[src/rtl/adder_share_arbiter.sv]
// Round-robin arbiter/sequencer that time-shares one external adder among NUM_REQ
// requesters and returns the tagged sum, carry-out and signed overflow.
module adder_share_arbiter #(
    parameter int unsigned NUM_REQ    = 4,
    parameter int unsigned WIDTH      = 32,
    parameter int unsigned ADD_CYCLES = 1
) (
    input  logic                               clk,
    input  logic                               rst_n,
    input  logic [NUM_REQ-1:0]                 req_valid,
    output logic [NUM_REQ-1:0]                 req_ready,
    input  logic [NUM_REQ*WIDTH-1:0]           req_a,
    input  logic [NUM_REQ*WIDTH-1:0]           req_b,
    input  logic [NUM_REQ-1:0]                 req_cin,
    output logic [WIDTH-1:0]                   add_a,
    output logic [WIDTH-1:0]                   add_b,
    output logic                               add_cin,
    input  logic [WIDTH-1:0]                   add_sum,
    input  logic                               add_cout,
    output logic                               rsp_valid,
    input  logic                               rsp_ready,
    output logic [$clog2(NUM_REQ)-1:0]         rsp_id,
    output logic [WIDTH-1:0]                   rsp_sum,
    output logic                               rsp_cout,
    output logic                               rsp_ovf,
    output logic                               busy
);

    localparam int unsigned IDW = $clog2(NUM_REQ);
    localparam int unsigned CW  = (ADD_CYCLES > 1) ? $clog2(ADD_CYCLES) : 1;

    typedef enum logic [1:0] {
        IDLE = 2'd0,
        ADD  = 2'd1,
        RESP = 2'd2
    } state_t;

    state_t             state_q, state_d;
    logic [IDW-1:0]     ptr_q, ptr_d;
    logic [IDW-1:0]     id_q, id_d;
    logic [WIDTH-1:0]   a_q, a_d;
    logic [WIDTH-1:0]   b_q, b_d;
    logic               cin_q, cin_d;
    logic [CW-1:0]      cnt_q, cnt_d;
    logic [WIDTH-1:0]   sum_q, sum_d;
    logic               cout_q, cout_d;
    logic               ovf_q, ovf_d;
    logic               busy_q, busy_d;
    logic               rsp_valid_q, rsp_valid_d;

    logic               found;
    logic [IDW-1:0]     gnt_idx;
    logic [WIDTH-1:0]   a_sel, b_sel;
    logic               cin_sel;
    logic [NUM_REQ-1:0] req_ready_c;

    // First valid requester scanning upward from the rotating priority pointer.
    always_comb begin
        found   = 1'b0;
        gnt_idx = '0;
        for (int unsigned i = 0; i < NUM_REQ; i++) begin : scan
            int unsigned idx;
            idx = (32'(ptr_q) + i) % NUM_REQ;
            if (!found && req_valid[IDW'(idx)]) begin
                found   = 1'b1;
                gnt_idx = IDW'(idx);
            end
        end
    end

    // Operand mux for the winning requester.
    always_comb begin
        a_sel   = '0;
        b_sel   = '0;
        cin_sel = 1'b0;
        for (int unsigned i = 0; i < NUM_REQ; i++) begin
            if (gnt_idx == IDW'(i)) begin
                a_sel   = req_a[i*WIDTH +: WIDTH];
                b_sel   = req_b[i*WIDTH +: WIDTH];
                cin_sel = req_cin[i];
            end
        end
    end

    always_comb begin
        state_d     = state_q;
        ptr_d       = ptr_q;
        id_d        = id_q;
        a_d         = a_q;
        b_d         = b_q;
        cin_d       = cin_q;
        cnt_d       = cnt_q;
        sum_d       = sum_q;
        cout_d      = cout_q;
        ovf_d       = ovf_q;
        req_ready_c = '0;

        case (state_q)
            IDLE: begin
                if (found) begin
                    req_ready_c = NUM_REQ'(1) << gnt_idx;
                    a_d         = a_sel;
                    b_d         = b_sel;
                    cin_d       = cin_sel;
                    id_d        = gnt_idx;
                    cnt_d       = CW'(ADD_CYCLES - 1);
                    ptr_d       = (gnt_idx == IDW'(NUM_REQ - 1)) ? '0 : gnt_idx + IDW'(1);
                    state_d     = ADD;
                end
            end
            ADD: begin
                if (cnt_q == '0) begin
                    sum_d   = add_sum;
                    cout_d  = add_cout;
                    ovf_d   = (a_q[WIDTH-1] == b_q[WIDTH-1]) && (add_sum[WIDTH-1] != a_q[WIDTH-1]);
                    state_d = RESP;
                end else begin
                    cnt_d = cnt_q - CW'(1);
                end
            end
            RESP: begin
                if (rsp_ready) begin
                    state_d = IDLE;
                end
            end
            default: state_d = IDLE;
        endcase

        busy_d      = (state_d != IDLE);
        rsp_valid_d = (state_d == RESP);
    end

    always_ff @(posedge clk or negedge rst_n) begin
        if (!rst_n) begin
            state_q     <= IDLE;
            ptr_q       <= '0;
            id_q        <= '0;
            a_q         <= '0;
            b_q         <= '0;
            cin_q       <= 1'b0;
            cnt_q       <= '0;
            sum_q       <= '0;
            cout_q      <= 1'b0;
            ovf_q       <= 1'b0;
            busy_q      <= 1'b0;
            rsp_valid_q <= 1'b0;
        end else begin
            state_q     <= state_d;
            ptr_q       <= ptr_d;
            id_q        <= id_d;
            a_q         <= a_d;
            b_q         <= b_d;
            cin_q       <= cin_d;
            cnt_q       <= cnt_d;
            sum_q       <= sum_d;
            cout_q      <= cout_d;
            ovf_q       <= ovf_d;
            busy_q      <= busy_d;
            rsp_valid_q <= rsp_valid_d;
        end
    end

    // Grant is combinational; keep it quiet while reset is asserted.
    assign req_ready = req_ready_c & {NUM_REQ{rst_n}};
    assign add_a     = a_q;
    assign add_b     = b_q;
    assign add_cin   = cin_q;
    assign rsp_valid = rsp_valid_q;
    assign rsp_id    = id_q;
    assign rsp_sum   = sum_q;
    assign rsp_cout  = cout_q;
    assign rsp_ovf   = ovf_q;
    assign busy      = busy_q;

endmodule

[config.mk]
export PLATFORM = sky130hd
export DESIGN_NAME = adder_share_arbiter
export DESIGN_NICKNAME = d
export VERILOG_FILES = /design/src/rtl/adder_share_arbiter.sv
export SDC_FILE = /design/constraint.sdc
export NUM_CORES = 1
export LEC_CHECK = 0
export BUFFER_PORTS_ARGS = -buffer_cell sky130_fd_sc_hd__buf_2
export CELL_PAD_IN_SITES_DETAIL_PLACEMENT = 1
export CELL_PAD_IN_SITES_GLOBAL_PLACEMENT = 1
export CORE_MARGIN = 3
export CORE_UTILIZATION = 27
export DETAILED_ROUTE_END_ITERATION = 6
export PLACE_DENSITY_LB_ADDON = 0.12
export SYNTH_ARGS = -nofsm -noshare
export SYNTH_HDL_FRONTEND = slang
export SYNTH_SLANG_ARGS = --single-unit
[constraint.sdc]
create_clock -name clk -period 3.25 [get_ports clk]
set_input_delay 0.65 -clock clk [delete_from_list [all_inputs] [get_ports clk]]
set_output_delay 0.65 -clock clk [all_outputs]
set_load 0.05 [all_outputs]
## Yosys cells after proc, flatten, opt, wreduce, memory -nomap -nowiden

Cells that the tools add are included.

| word-level totals | value |
|---|---|
| register bits | 108 |
| output and inout bits | 107 |
| logic and storage cells | 85 |

| operators by class | value |
|---|---|
| add/subtract/negate cells | 5 |
| order comparisons | 4 |
| eq/ne operators | 9 |
| shift operators | 1 |
| muxes and demuxes | 38 |
| bitwise logic cells | 2 |
| reduce and logical (&&, ||, !) cells | 14 |

Operators by type and width:

| cell | count |
|---|---|
| 32-bit two-way mux | 8 |
| 2-bit two-way mux | 8 |
| 1-bit two-way mux | 14 |
| 2-bit by 3-bit < comparator with 1-bit output, second input constant | 4 |
| 1-bit binary-select mux with 2-bit select | 4 |
| 2-bit == test, second input constant | 4 |
| 4-bit two-way mux | 2 |
| 2-bit case mux with 3 select lines | 1 |
| 2-bit AND reduction | 3 |
| 2-bit by 1-bit adder with 2-bit output, second input constant | 2 |
| 2-bit adder, second input constant | 2 |
| 4-bit AND | 1 |
| 2-bit by 1-bit == test with 1-bit output, second input constant | 2 |
| 1-bit logical AND | 4 |
| 2-bit zero test | 2 |
| 2-bit nonzero test | 2 |
| 1-bit by 2-bit << shifter with 4-bit output, first input constant | 1 |
| 1-bit zero test | 3 |
| 2-bit inequality test, second input constant | 1 |
| 1-bit case mux with 2 select lines | 1 |
| 1-bit == test | 1 |
| 1-bit inequality test | 1 |
| 1-bit NOT | 1 |
| 1-bit subtractor, second input constant | 1 |

## Depth between registers and ports, before layout

| depth | value |
|---|---|
| depth after elaboration | 17 |
| depth in mapped cells | 12 |
| gate-level depth less buffers | 7 |

## Worst setup path before layout

OpenSTA, ideal clock, no wires.

| timing | value |
|---|---|
| path kind | input-to-output |
| from | input port req_valid[0] |
| to | output port req_ready[2] |
| arrival | 2.898 ns |
| slack | -0.298 ns |
| stages on the path | 10 |
| cells stage by stage | or4_1 -> buf_2 -> buf_6 -> o21a_1 -> nand3_1 -> ha_1 -> clkbuf_1 -> buf_2 -> clkbuf_1 -> and3_1 |

| between the ends | value |
|---|---|
| word-level cells in the longest chain between the ends | 16 |
| elaborated cells between the ends (all ways) | 26 |

RTL lines:

| item | line | RTL |
|---|---|---|
| start: declaration | 10 | `input logic [NUM_REQ-1:0] req_valid,` |
| 1-bit binary-select mux with 2-bit select | 64 | `if (!found && req_valid[IDW'(idx)]) begin` |
| 1-bit two-way mux (implied by the code) | 64 |  |
| 1-bit two-way mux | 64 |  |
| 1-bit zero test | 64 |  |
| 1-bit logical AND | 64 |  |
| 1-bit two-way mux | 64 |  |
| 1-bit zero test | 64 |  |
| 1-bit logical AND | 64 |  |
| 1-bit two-way mux | 64 |  |
| 1-bit zero test | 64 |  |
| 1-bit logical AND | 64 |  |
| 2-bit two-way mux | 64 |  |
| 1-bit by 2-bit << shifter with 4-bit output | 101 | `req_ready_c = NUM_REQ'(1) << gnt_idx;` |
| 4-bit two-way mux (*) | 100 | `if (found) begin` |
| 4-bit two-way mux (*) | 98 | `case (state_q)` |
| 4-bit AND (*) | 164 | `assign req_ready = req_ready_c & {NUM_REQ{rst_n}};` |
| end: declaration | 11 | `output logic [NUM_REQ-1:0] req_ready,` |

Every way passes the cells marked *; elsewhere a longest branch is shown, timed or not. The select of a mux whose other input is x is not followed.

## Final worst setup path

| timing | value |
|---|---|
| from | input port req_valid[0] |
| to | output port req_ready[0] |

The elaborated chain is that of the path after synthesis.

==> metrics.md <==
| Metric | Value |
|---|---|
| Main synth FF type | dfrtp_1 |
| HP Class | primary input to async pin |
| Final Hold Viols | 0 |
| Die height | 161.3 um |
| FF-to-FF path depth | 9 |
| Setup bufs post-CTS | 0 |
| Layout cells sized above 1 | 45.99% |
| Number of synthesized register bits | 107 |
| Gpl congestion | ~0.86 |
| Total grt overflow | 0 |
| WL final | 28.26 mm |
| Vias | 7,085 |
| Pin count of the biggest net entering global routing | 85 |
| Tot GR Track Use | 20.87% |
| Multi-input gate area | 0.003246 mm^2 |
| Mapped Cells | between 700 and 800 |
| Clock skew | around 0.011 ns |
| Run status | complete, no violations |
| Die X | 161.3 um |
| Via-to-Cell Ratio | between 5 and 6 |
| CP required | 2.60 ns |
| Tmin final | 3.134 ns |
| Hold_ws | about 0.21 ns |
| Max-Cap Viols | 0 |
| R2r setup slk | between 0.5 and 0.6 ns |
| Lkg Pwr | 4.321 nW |
| Total power draw | 0.01076 W |
| Post-route DRC | 0 |
| Slew Viols, Final | 0 |
| VDD IR max | 0.4643 mV |
| Crit path kind | primary input to primary output |
| FP Rows | 56 |
| Drt pass-1 iters | 4 |
| Pwr dens | 1182 mW/mm^2 |
| Placement Cell Area | roughly 0.009 mm^2 |
| Vias in the first global route | 7,501 |
| Fill cells | 2,917 |
| CTS Buffer Depth | 2 |
| Clock Sinks | 107 |
| Synth Cell Area | 0.006510 mm^2 |
| Yosys warns | 0 |
| DIE AREA | 0.02601 mm^2 |
| Post-synth EDFFs | 0 |
| Setup TNS | 0 ns |
| Period utilization | 96.42% |
| Seq/Total Area, Yosys | 41.13% |
| Core Util, Final | 38.57% |
| Area growth from synthesis to layout | 39.90% |
| R2R Path Start | ptr_q[0]$_DFFE_PN0P_ |
| CTS tree | done |
| Netlist cell types | 37 |
| Worst Tran Pin Value | between 0.9 and 1 ns |
| Detail Route Antenna Nets | 0 |
| WP data arrival | 2.48 ns |
| Critical Path Sink Type | primary output |
| Detail Placement HPWL | 20.60 mm |
| Global-route wire length before repair | 42.94 mm |
| WL per Instance | 20.03 um |
| Post-synth ARST share | between 90% and 100% |
| Avg Synthesized Cell Area | about 9.0 um^2 |
| FMAX | 319.1 MHz |
| R2R Path End | add_a[5]$_DFFE_PN0P_ |
| Worst-path clk slew | 0.07 ns |
| Max_slew headroom | ~38% |
| CTS root buf | clkbuf_16 |
| CP Max Fanout | 4 |
| Antenna violations before repair | 8 |
| Final setup viols | 0 |
| CORE AREA | 0.02361 mm^2 |
| CTS Buf Count | 9 |
| Crit path launch type | primary input |
| # resized after CTS | 0 |
| Clk_lat worst skew | 0.36 ns |
| Starting Density | 27.57% |
| Finished Cell Area | a little over 0.009 mm^2 |
| CTS HTree Levels | 3 |
| Number of buffers added on ports | 406 |
| Io pins | between 400 and 500 |
| Register Area | roughly 0.0027 mm^2 |
| Nets | 1,384 |
| DR iter-0 viols | around 260 |
| RSZ-0062 raised after global routing | false |
| Hold Buf Count CTS | 0 |
| Syn_nets | 1,025 |
==> placed cells by master (no fill, tap or decap), types with 2 or more instances in the layout <==
master / n
a21oi_1: 122
a21oi_2: 10
a221o_1: 65
a31oi_1: 65
and3_4: 3
buf_12: 4
buf_2: 405
buf_4: 16
clkbuf_16: 9
clkinv_4: 4
dfrtp_1: 107
diode_2: 7
ha_4: 3
inv_1: 66
inv_8: 2
mux2_2: 34
nand2_1: 67
nand2b_1: 5
nand3b_1: 65
nor2_1: 3
o21ai_0: 5
o31ai_1: 2
or2_2: 2
==> critical path, cell delays in order <==
cell	delay, ns
buf_2	0.12
or4_2	0.69
o21a_1	0.16
nand3_1	0.17
ha_2	0.25
and3_4	0.17
buf_2	0.28
==> registers in the layout (all words and copies together) (netlist names) <==
register / count
rsp_id: 2
rsp_cout: 1
rsp_valid: 1
rsp_ovf: 1
rsp_sum: 32
add_b: 32
add_a: 32
state_q: 2
ptr_q: 2
busy: 1
add_cin: 1
==> layer usage <==
layer / GRT usage [%] / vias to the layer above / wire length (um)
met1: 25.06 / 3403 / 11470
li1: - / 3363 / -
met3: 5.104 / 33 / 1970
met4: 7.704 / 2 / 599
met2: 36.28 / 284 / 14200
met5: 0 / - / 13
==> report_power, final <==
group	leakage, nW	internal (W)	switching (W)
sequential	1.24	0.00205	0.000392
combinational	2.94	0.00226	0.00496
clock	0.141	0.000539	0.000563
total	4.32	0.00484	0.00592
==> worst max path at each step <==
stage          slack, ns                   end  cells past startpoint         start
4_1_cts             0.10          req_ready[0]                      7  req_valid[0]
3_3_place_gp        0.10  add_b[4]$_DFFE_PN0P_                      8  req_valid[0]
3_5_place_dp        0.07  add_b[4]$_DFFE_PN0P_                      8  req_valid[0]
2_1_floorplan      -0.01          req_ready[2]                     10  req_valid[0]
5_1_grt             0.04          req_ready[0]                      7  req_valid[0]
6_report            0.12          req_ready[0]                      7  req_valid[0]
==> final cells by class <==
type	count	share of cell area, %
Tap cell	319	4.382
Multi-Input combinational cell	470	35.64
Inverter	67	2.789
Clock buffer	10	2.514
Timing Repair Buffer	425	24.45
Clock inverter	6	0.6320
Sequential cell	107	29.40
Antenna cell	7	0.1923
==> cell families (layout without fill, tap and decap cells) <==
| logic type | Yosys count | count (layout) | share of synthesized area, % |
|---|---|---|---|
| AOI/OAI and AO/OA | 275 | 275 | 28.33 |
| and+or+nand+nor | 156 | 156 | 13.65 |
| buffers and inverters | 144 | 508 | 10.01 |
| DFF | 107 | 107 | 41.13 |
| muxes | 35 | 35 | 6.112 |
| adders and majority gates | 4 | 4 | 0.7688 |
| other | 0 | 7 | 0 |
==> cell usage after synthesis (10+ instances only) <==
library cell  number  area (um^2)
a21oi_2           10        87.58
mux2_2            34        382.9
a21oi_1          122        610.6
a221o_1           65        650.6
a31oi_1           65        406.6
inv_1             66        247.7
nand2_1           67        251.5
dfrtp_1          107         2678
nand3b_1          65        488.0
clkbuf_1          42        157.7
buf_6             11        123.9
buf_2             18        90.09
==> stage by stage <==
stage	setup WS (ns)	cells
after floorplan	-0.01000	721
after global placement	0.1014	1388
after detailed placement	0.07423	1388
after CTS	0.1026	1404
after global routing	0.03585	1411
final	0.1163	1411
Note: power is estimated with default switching activity, not from simulation.
